===== src/rtl/pattern_seq_pkg.sv =====
// Shared types and reset-default table contents for the pattern_seq block.
// Optional beat counter is controlled by the PATSEQ_BEAT_CNT_EN macro (see pattern_seq.sv).
package pattern_seq_pkg;

   typedef enum logic {
      IDLE = 1'b0,
      RUN  = 1'b1
   } state_t;

   localparam int DEF_DATA_W = 8;

   typedef struct packed {
      logic                  dv;
      logic [DEF_DATA_W-1:0] data;
   } slot_t;

   localparam int unsigned DEF_A_IDX = 0;
   localparam slot_t       DEF_A     = '{dv: 1'b1, data: 8'h07};
   localparam int unsigned DEF_B_IDX = 2;
   localparam slot_t       DEF_B     = '{dv: 1'b1, data: 8'h05};

   function automatic logic default_dv(input int unsigned idx);
      if (idx == DEF_A_IDX) return DEF_A.dv;
      if (idx == DEF_B_IDX) return DEF_B.dv;
      return 1'b0;
   endfunction

   function automatic logic [DEF_DATA_W-1:0] default_data(input int unsigned idx);
      if (idx == DEF_A_IDX) return DEF_A.data;
      if (idx == DEF_B_IDX) return DEF_B.data;
      return '0;
   endfunction

endpackage


===== src/rtl/pattern_seq_table.sv =====
// DEPTH-slot {dv, data} register file: reset defaults, one synchronous write
// port and one combinational read port (a same-cycle read returns the old value).
module pattern_seq_table
   import pattern_seq_pkg::*;
#(
   parameter int DATA_W = 8,
   parameter int DEPTH  = 8,
   parameter int IDX_W  = $clog2(DEPTH)
) (
   input  logic              sclk,
   input  logic              rst_n,
   input  logic              i_we,
   input  logic [IDX_W-1:0]  i_waddr,
   input  logic              i_wdv,
   input  logic [DATA_W-1:0] i_wdata,
   input  logic [IDX_W-1:0]  i_raddr,
   output logic              o_rdv,
   output logic [DATA_W-1:0] o_rdata
);

   logic              dv_q   [DEPTH];
   logic [DATA_W-1:0] data_q [DEPTH];

   always_ff @(posedge sclk) begin
      if (!rst_n) begin
         for (int i = 0; i < DEPTH; i++) begin
            dv_q[i]   <= default_dv(unsigned'(i));
            data_q[i] <= DATA_W'(default_data(unsigned'(i)));
         end
      end else if (i_we) begin
         dv_q[i_waddr]   <= i_wdv;
         data_q[i_waddr] <= i_wdata;
      end
   end

   assign o_rdv   = dv_q[i_raddr];
   assign o_rdata = data_q[i_raddr];

endmodule


===== src/rtl/pattern_seq.sv =====
// Programmable pattern sequencer: replays table slots 0..len with backpressure.
// Define PATSEQ_BEAT_CNT_EN to add the saturating accepted-beat counter o_beat_cnt.
//
// state | meaning
// IDLE  | output register empty, waiting for i_start
// RUN   | replaying slots; output register holds the current beat
module pattern_seq
   import pattern_seq_pkg::*;
#(
   parameter  int DATA_W = 8,
   parameter  int DEPTH  = 8,
   localparam int IDX_W  = $clog2(DEPTH)
) (
   input  logic              sclk,
   input  logic              rst_n,
   input  logic              i_start,
   input  logic              i_stop,
   input  logic              i_mode,
   input  logic [IDX_W-1:0]  i_len,
   input  logic              i_cfg_we,
   input  logic [IDX_W-1:0]  i_cfg_addr,
   input  logic              i_cfg_dv,
   input  logic [DATA_W-1:0] i_cfg_data,
   input  logic              i_ready,
   output logic              o_dv,
   output logic [DATA_W-1:0] o_data,
   output logic              o_busy,
   output logic              o_done
`ifdef PATSEQ_BEAT_CNT_EN
   ,
   output logic [15:0]       o_beat_cnt
`endif
);

   state_t            state_q, state_d;
   logic              mode_q, mode_d;
   logic [IDX_W-1:0]  len_q, len_d;
   logic [IDX_W-1:0]  idx_q, idx_d;
   logic              dv_q, dv_d;
   logic [DATA_W-1:0] data_q, data_d;
   logic              last_q, last_d;
   logic              stop_q, stop_d;
   logic              done_q, done_d;

   logic [IDX_W-1:0]  rd_addr;
   logic              rd_dv;
   logic [DATA_W-1:0] rd_data;
   logic              advance;
   logic              stop_eff;

   pattern_seq_table #(
      .DATA_W (DATA_W),
      .DEPTH  (DEPTH),
      .IDX_W  (IDX_W)
   ) u_table (
      .sclk    (sclk),
      .rst_n   (rst_n),
      .i_we    (i_cfg_we),
      .i_waddr (i_cfg_addr),
      .i_wdv   (i_cfg_dv),
      .i_wdata (i_cfg_data),
      .i_raddr (rd_addr),
      .o_rdv   (rd_dv),
      .o_rdata (rd_data)
   );

   // IDLE always looks at slot 0 so a start can load the first beat directly.
   assign rd_addr  = (state_q == IDLE) ? '0 : idx_q;
   assign advance  = !dv_q || i_ready;
   assign stop_eff = stop_q || i_stop;

   always_comb begin
      state_d = state_q;
      mode_d  = mode_q;
      len_d   = len_q;
      idx_d   = idx_q;
      dv_d    = dv_q;
      data_d  = data_q;
      last_d  = last_q;
      stop_d  = stop_q;
      done_d  = 1'b0;
      case (state_q)
         IDLE: begin
            if (i_start) begin
               state_d = RUN;
               mode_d  = i_mode;
               len_d   = i_len;
               stop_d  = 1'b0;
               dv_d    = rd_dv;
               data_d  = rd_dv ? rd_data : '0;
               last_d  = (i_len == '0);
               idx_d   = (i_len == '0) ? '0 : IDX_W'(1);
            end
         end
         RUN: begin
            if (advance) begin
               if (stop_eff || (mode_q && last_q)) begin
                  state_d = IDLE;
                  dv_d    = 1'b0;
                  data_d  = '0;
                  stop_d  = 1'b0;
                  done_d  = 1'b1;
               end else begin
                  dv_d   = rd_dv;
                  data_d = rd_dv ? rd_data : '0;
                  last_d = (idx_q == len_q);
                  idx_d  = (idx_q == len_q) ? '0 : idx_q + 1'b1;
               end
            end else begin
               stop_d = stop_eff;
            end
         end
         default: state_d = IDLE;
      endcase
   end

   always_ff @(posedge sclk) begin
      if (!rst_n) begin
         state_q <= IDLE;
         mode_q  <= 1'b0;
         len_q   <= '0;
         idx_q   <= '0;
         dv_q    <= 1'b0;
         data_q  <= '0;
         last_q  <= 1'b0;
         stop_q  <= 1'b0;
         done_q  <= 1'b0;
      end else begin
         state_q <= state_d;
         mode_q  <= mode_d;
         len_q   <= len_d;
         idx_q   <= idx_d;
         dv_q    <= dv_d;
         data_q  <= data_d;
         last_q  <= last_d;
         stop_q  <= stop_d;
         done_q  <= done_d;
      end
   end

   assign o_dv   = dv_q;
   assign o_data = data_q;
   assign o_busy = (state_q == RUN);
   assign o_done = done_q;

`ifdef PATSEQ_BEAT_CNT_EN
   logic [15:0] cnt_q, cnt_d;

   always_comb begin
      cnt_d = cnt_q;
      if ((state_q == IDLE) && i_start) begin
         cnt_d = '0;
      end else if (dv_q && i_ready && (cnt_q != 16'hFFFF)) begin
         cnt_d = cnt_q + 16'd1;
      end
   end

   always_ff @(posedge sclk) begin
      if (!rst_n) begin
         cnt_q <= '0;
      end else begin
         cnt_q <= cnt_d;
      end
   end

   assign o_beat_cnt = cnt_q;
`endif

endmodule


===== config.mk =====
export PLATFORM = sky130hd
export DESIGN_NAME = pattern_seq
export DESIGN_NICKNAME = d
export VERILOG_FILES = /design/src/rtl/pattern_seq_pkg.sv /design/src/rtl/pattern_seq_table.sv /design/src/rtl/pattern_seq.sv
export SDC_FILE = /design/constraint.sdc
export NUM_CORES = 1
export LEC_CHECK = 0
export ABC_AREA = 1
export ABC_CLOCK_PERIOD_IN_PS = 1560
export BUFFER_PORTS_ARGS = -buffer_cell sky130_fd_sc_hd__buf_2
export CAP_MARGIN = 20
export CELL_PAD_IN_SITES_DETAIL_PLACEMENT = 0
export CELL_PAD_IN_SITES_GLOBAL_PLACEMENT = 1
export CORE_MARGIN = 2
export CORE_UTILIZATION = 35
export DETAILED_ROUTE_END_ITERATION = 10
export PLACE_DENSITY_LB_ADDON = 0.1
export SYNTH_ARGS = -nofsm -noshare
export SYNTH_HDL_FRONTEND = slang
export SYNTH_HIERARCHICAL = 1
export SYNTH_SLANG_ARGS = --single-unit

===== constraint.sdc =====
create_clock -name sclk -period 1.56 [get_ports sclk]
set_input_delay 0.078 -clock sclk [delete_from_list [all_inputs] [get_ports sclk]]
set_output_delay 0.078 -clock sclk [all_outputs]
set_load 0.01 [all_outputs]

* Word level (Yosys, flattened, before mapping)
Memories as Yosys holds them, arrays and structs flattened.
Index checks and enable logic that the tools add are counted.
** Word-level totals
- Register bits after elaboration :: 20
- Latch bits :: 0
- Bits in writable memories :: 72
- ROM bits :: 0
- Input bits :: 22
- Memories kept :: 2
** Operators by class
- Add/subtract/negate cells :: 1
- Multiply operators :: 0
- Divide/modulo/power cells :: 0
- $lt $le $gt $ge :: 0
- Eq/ne operators :: 5
- Shift-type cells :: 0
- Multiplexer cells :: 46
- Bitwise operators :: 1
- Reduce and logical (&&, ||, !) cells :: 13
** Memories
- u_table.data_q :: words 8, width 8, read ports 1, clocked after memory_dff 0, write ports 8, RTL line pattern_seq_table.sv:22 : logic [DATA_W-1:0] data_q [DEPTH];
- u_table.dv_q :: words 8, width 1, read ports 1, clocked after memory_dff 0, write ports 8, RTL line pattern_seq_table.sv:21 : logic dv_q [DEPTH];
** Operators by type and width (count)
- $mux W8 :: 7
- $mux W3 :: 9
- $mux W1 :: 24
- $pmux W8 S2 :: 1
- $pmux W1 S2 :: 4
- $reduce_or A8 Y1 :: 1
- $pmux W3 S2 :: 1
- $reduce_and A2 Y1 :: 3
- $reduce_and A3 Y1 :: 2
- $ne A2 B2 Y1 const B :: 2
- $add A3 B1 Y3 const B :: 1
- $eq A3 B3 Y1 :: 1
- $logic_not A3 Y1 :: 1
- $logic_or A1 B1 Y1 :: 3
- $ne A3 B2 Y1 const B :: 1
- $ne A2 B1 Y1 const B :: 1
- $logic_and A1 B1 Y1 :: 1
- $logic_not A1 Y1 :: 1
- $not A1 Y1 :: 1
- $reduce_or A1 Y1 :: 1

* Logic depth before layout (Yosys ltp)
An unclocked memory read counts as a cell.
- Depth after elaboration :: 6
- Mapped depth :: 15
- Depth with buffers taken out :: 12

* Cells and area by module
The synthesis kept the hierarchy.
** Modules (own cells, without submodules)
- pattern_seq_table :: instances 1, cells each 434, area an instance 3583.4 sq um, sequential area each 2102.0 sq um
- pattern_seq :: instances 1, cells each 122, area an instance 934.6 sq um, sequential area each 400.4 sq um

* Worst setup path before layout
OpenSTA, ideal clock, no wires.
- Path type :: reg2reg
- Start :: reg state_q (netlist: o_busy)
- End :: reg data_q[7] (netlist: o_data[7])
- Setup time :: 66 ps
- Data arrival time :: 1680 ps
- Data required time :: 1494 ps
- Path slack :: -186 ps
- Cell stages (with the launch flop) :: 16
- Period minus slack after synthesis :: 1746 ps
- Cells stage by stage :: dfxtp_1 buf_6 nand2_1 inv_1 buf_4 inv_2 buf_4 nand2_1 nand3_1 nand2_1 nand2_1 nand2_1 inv_1 nor2_8 nand2_1 a21oi_2
** On the way
- Word-level cells in the longest chain between the ends :: 6
- Elaborated cells on any way between the ends :: 12
** RTL lines
- start, declared :: RTL line pattern_seq.sv:35 : state_t state_q, state_d;
- start signal, assigned :: RTL line pattern_seq.sv:129 : state_q <= state_d;
- $mux W3 * :: RTL line pattern_seq.sv:68 : assign rd_addr = (state_q == IDLE) ? '0 : idx_q;
- via rd_addr[0] :: RTL line pattern_seq.sv:45 : logic [IDX_W-1:0] rd_addr;
- $mem_v2 Z8 W1 *
- via rd_dv :: RTL line pattern_seq.sv:46 : logic rd_dv;
- $mux W8 * :: RTL line pattern_seq.sv:90, pattern_seq.sv:105
- $mux W8 :: RTL line pattern_seq.sv:97 : if (stop_eff || (mode_q && last_q)) begin
- $mux W8 :: RTL line pattern_seq.sv:96 : if (advance) begin
- $pmux W8 S2 * :: RTL line pattern_seq.sv:82 : case (state_q)
- end signal, assigned :: RTL line pattern_seq.sv:134 : data_q <= data_d;
- end, declared :: RTL line pattern_seq.sv:40 : logic [DATA_W-1:0] data_q, data_d;
Mark *: on every way through the listed nets, which the timed path passes. The rest lies on a longest branch. The select of a mux whose other input is x is not followed.
A chain may end at the register's enable or synchronous reset.

* Worst setup path after layout
- Start :: reg idx_q[0]
- End :: reg data_q[5] (netlist: o_data[5])
** On the way
- Word-level cells in the longest chain between the ends :: 6
- Elaborated cells on any way between the ends :: 8
** RTL lines
- start, declared :: RTL line pattern_seq.sv:38 : logic [IDX_W-1:0] idx_q, idx_d;
- start signal, assigned :: RTL line pattern_seq.sv:132 : idx_q <= idx_d;
- $mux W3 * :: RTL line pattern_seq.sv:68
- via rd_addr[0] :: RTL line pattern_seq.sv:45
- $mem_v2 Z8 W8 *
- via rd_data[5] :: RTL line pattern_seq.sv:47 : logic [DATA_W-1:0] rd_data;
- $mux W8 * :: RTL line pattern_seq.sv:90, pattern_seq.sv:105
- $mux W8 :: RTL line pattern_seq.sv:97
- $mux W8 :: RTL line pattern_seq.sv:96
- $pmux W8 S2 * :: RTL line pattern_seq.sv:82
Marks and branches as above.

==> qor.csv <==
metric,value,unit
global-route wire length before repair,18.78,mm
core area,12620,µm²
top post-synthesis cells by area,"edfxtp_1 44%, nand2_1 15%, dfxtp_1 12%",
WL/cell,15.67,µm
syn avg cell area,8.126,µm²
Final Core Density,42.49,%
Yosys reg bits,92,
Max Slew Vio Count,0,
Via Count,3527,
slowest cell on the critical path,dfxtp_2,
number of global-route vias before repair,3458,
clock latency at the later pin of the worst-skew pair,0.34,ns
setup violators final,0,
Post-synth EDFFs,66,
Cells after Synth,556,
Longest Clk Path Bufs,2,
area delta synth->final,18.69,%
Row Count,41,
root buffer selected by CTS,clkbuf_16,
Antenna diodes,0,
Synth Net Count,579,
gpl congestion,0.8022,
crit share post-route,94.20,%
Nets,625,
post-synth top area share,43.87,%
Peak supply drop,541.6,µV
Final min period,1.470,ns
Worst setup SP type,flip-flop,
first drt pass iteration count,4,
leak pwr,2.517,nW
Placed Area,4921,µm²
TritonCTS Sinks,92,
CP cell instances,nand2_2 -> clkinv_4 -> buf_4 -> clkbuf_16 -> nand2_1 -> nand3_1 -> nand2_1 -> nand2_1 -> nand2_1 -> nand2_2 -> a21oi_2,
Hold WC Path Type,in2reg,
ys flop type,edfxtp_1,
"area leader, netlist",edfxtp_1,
die height,117.6,µm
GRT Overall Usage,17.90,%
Starting Density,35.80,%
Slew @ Worst Pin,0.4934,ns
post-synth cell types,31,
crit path DAT,1.75,ns
Commonest cells post-synth,"178 x nand2_1, 101 x inv_1, 68 x nor2_1",
Final Instance Area,5363,µm²
die area,13830,µm²
clock skew,0.003925,ns
Post-synth ARST share,0,%
drt via density,4.533,
Worst Path Required,1.84,ns
Ys Warns,6,
Buffers on Ports,32,
remaining antenna violation count,0,
final hold vios,0,
power per cell area,1087,nW/µm²
HPWL after detailed placement,8.419,mm
Iter 0 DRT Violations,341,
"slowest stage delay, CP",0.32,ns
final wirelength,12.19,mm
CP Class,reg2reg,
"Seq/Total Area, Yosys",55.39,%
status,"complete, no violations",
Residual DRC,0,
most frequent cell after synthesis,nand2_1,
f_max,680.5,MHz
grt ovf,0,
TritonCTS clock tree,done,
io pins,33,
"Clk pin slew, worst setup/hold paths",0.06,ns
fill count,1342,
H-Tree Depth,3,
Synth Cell Area,4518,µm²
max_cap viols,0,
crit end category,flip-flop,
layout cell share with drive strength beyond 1,18.48,%
crit-path most repeated cell,nand2_1,
Die W,117.6,µm
initial antenna violation count,0,
CTS buffer count,9,
largest net degree at the start of global routing,37,
worst relative slew slack,67.07,%
crit-path max FO,18,
## power by group
group | switching, W | total [W] | internal, W
sequential | 0.0000583 | 0.00283 | 0.00277
combinational | 0.000485 | 0.000719 | 0.000234
clock | 0.000896 | 0.00228 | 0.00139
total | 0.00144 | 0.00583 | 0.00439
## layout make-up
type | instances | area [µm²] | area share, %
inverters | 105 | 415.4 | 7.746
repair buffers | 54 | 361.6 | 6.743
well taps | 172 | 215.2 | 4.013
clock buffers | 10 | 229.0 | 4.270
flip-flops and latches | 92 | 2505 | 46.71
clock inverters | 5 | 77.57 | 1.447
multi-input cells | 340 | 1559 | 29.07
## worst max-delay path: cells and delay by family (launching register included)
kind | cells | cell delay, ns
flip-flops | 1 | 0.32
AO/OA/AOI/OAI | 1 | 0.12
AND/OR/NAND/NOR | 7 | 0.56
buffers and inverters | 3 | 0.41
## registers in the layout, indices dropped and copies added (netlist names), 3 cells and up
name	cells
u_table/data_q	64
o_data	8
idx_q	3
len_q	3
u_table/dv_q	8
## layer usage
metal  vias up  routed length (µm)  track usage [%]
met3        12                 455            3.198
met1      1640                6036            25.15
li1       1803                   -                -
met2        72                5500            27.14
met5         -                   0                0
met4         0                 195            7.605
## what timing repair did
| action | in CTS | in global routing |
|---|---|---|
| setup buffers | 0 | 3 |
| gates resized for setup | 0 | 26 |
| endpoints found under the hold margin | 1 | 0 |
| hold buffers | 1 | 0 |
| endpoints found under the setup margin | 0 | 9 |
## cell usage in the layout (no fill, tap or decap), types with 2 or more instances in the layout
master | netlist | layout
clkbuf_16 | 0 | 10
o21ai_0 | 6 | 6
dfxtp_1 | 26 | 24
nand2_1 | 178 | 167
nand3_1 | 48 | 47
nor2_1 | 68 | 68
bufinv_16 | 0 | 2
nand3_4 | 2 | 2
inv_2 | 3 | 3
buf_2 | 10 | 32
a21oi_2 | 2 | 7
buf_4 | 4 | 18
dfxtp_2 | 0 | 2
nor2_4 | 1 | 2
o21ai_1 | 4 | 4
nand2_2 | 3 | 14
o21ai_2 | 2 | 2
edfxtp_1 | 66 | 66
inv_1 | 101 | 97
a21oi_1 | 12 | 7
clkinv_2 | 0 | 3
nor2_2 | 3 | 3
## cells by family after synthesis
group / after synthesis / share of synthesized area, %
buffers and inverters: 125 / 11.49
AOI/OAI and AO/OA: 28 / 3.739
DFF: 92 / 55.39
adders and majority gates: 1 / 0.2769
xor gates and xnor gates: 1 / 0.1939
and+or+nand+nor: 309 / 28.91
## path summary, 6_finish.rpt
| check | start | end | slack (ns) | cells past startpoint |
|---|---|---|---|---|
| setup / recovery | idx_q[0] | o_data[5] | 0.09 | 11 |
| hold / removal | i_len[2] | len_q[2] | 0.01 | 3 |
| setup reg to reg | idx_q[0] | o_data[5] | 0.09 | 11 |
| hold reg to reg | o_data[6] | o_data[6] | 0.46 | 2 |
## metrics by stage
stage | total power, W | TNS (ns) | hold WS [ns] | std cells | setup slack (ns)
after floorplan | 0.003310 | -0.1652 | 0.2038 | 556 | -0.02196
after global placement | 0.003547 | 0 | 0.3342 | 757 | 0.05476
after detailed placement | 0.003549 | 0 | 0.3447 | 757 | 0.02310
after CTS | 0.005850 | 0 | 0.005927 | 773 | 0.01019
after global routing | 0.006092 | -0.00006184 | 0.06024 | 778 | -0.00006184
final | 0.005831 | 0 | 0.01444 | 778 | 0.09041
Power figures use the tool's default switching activity.
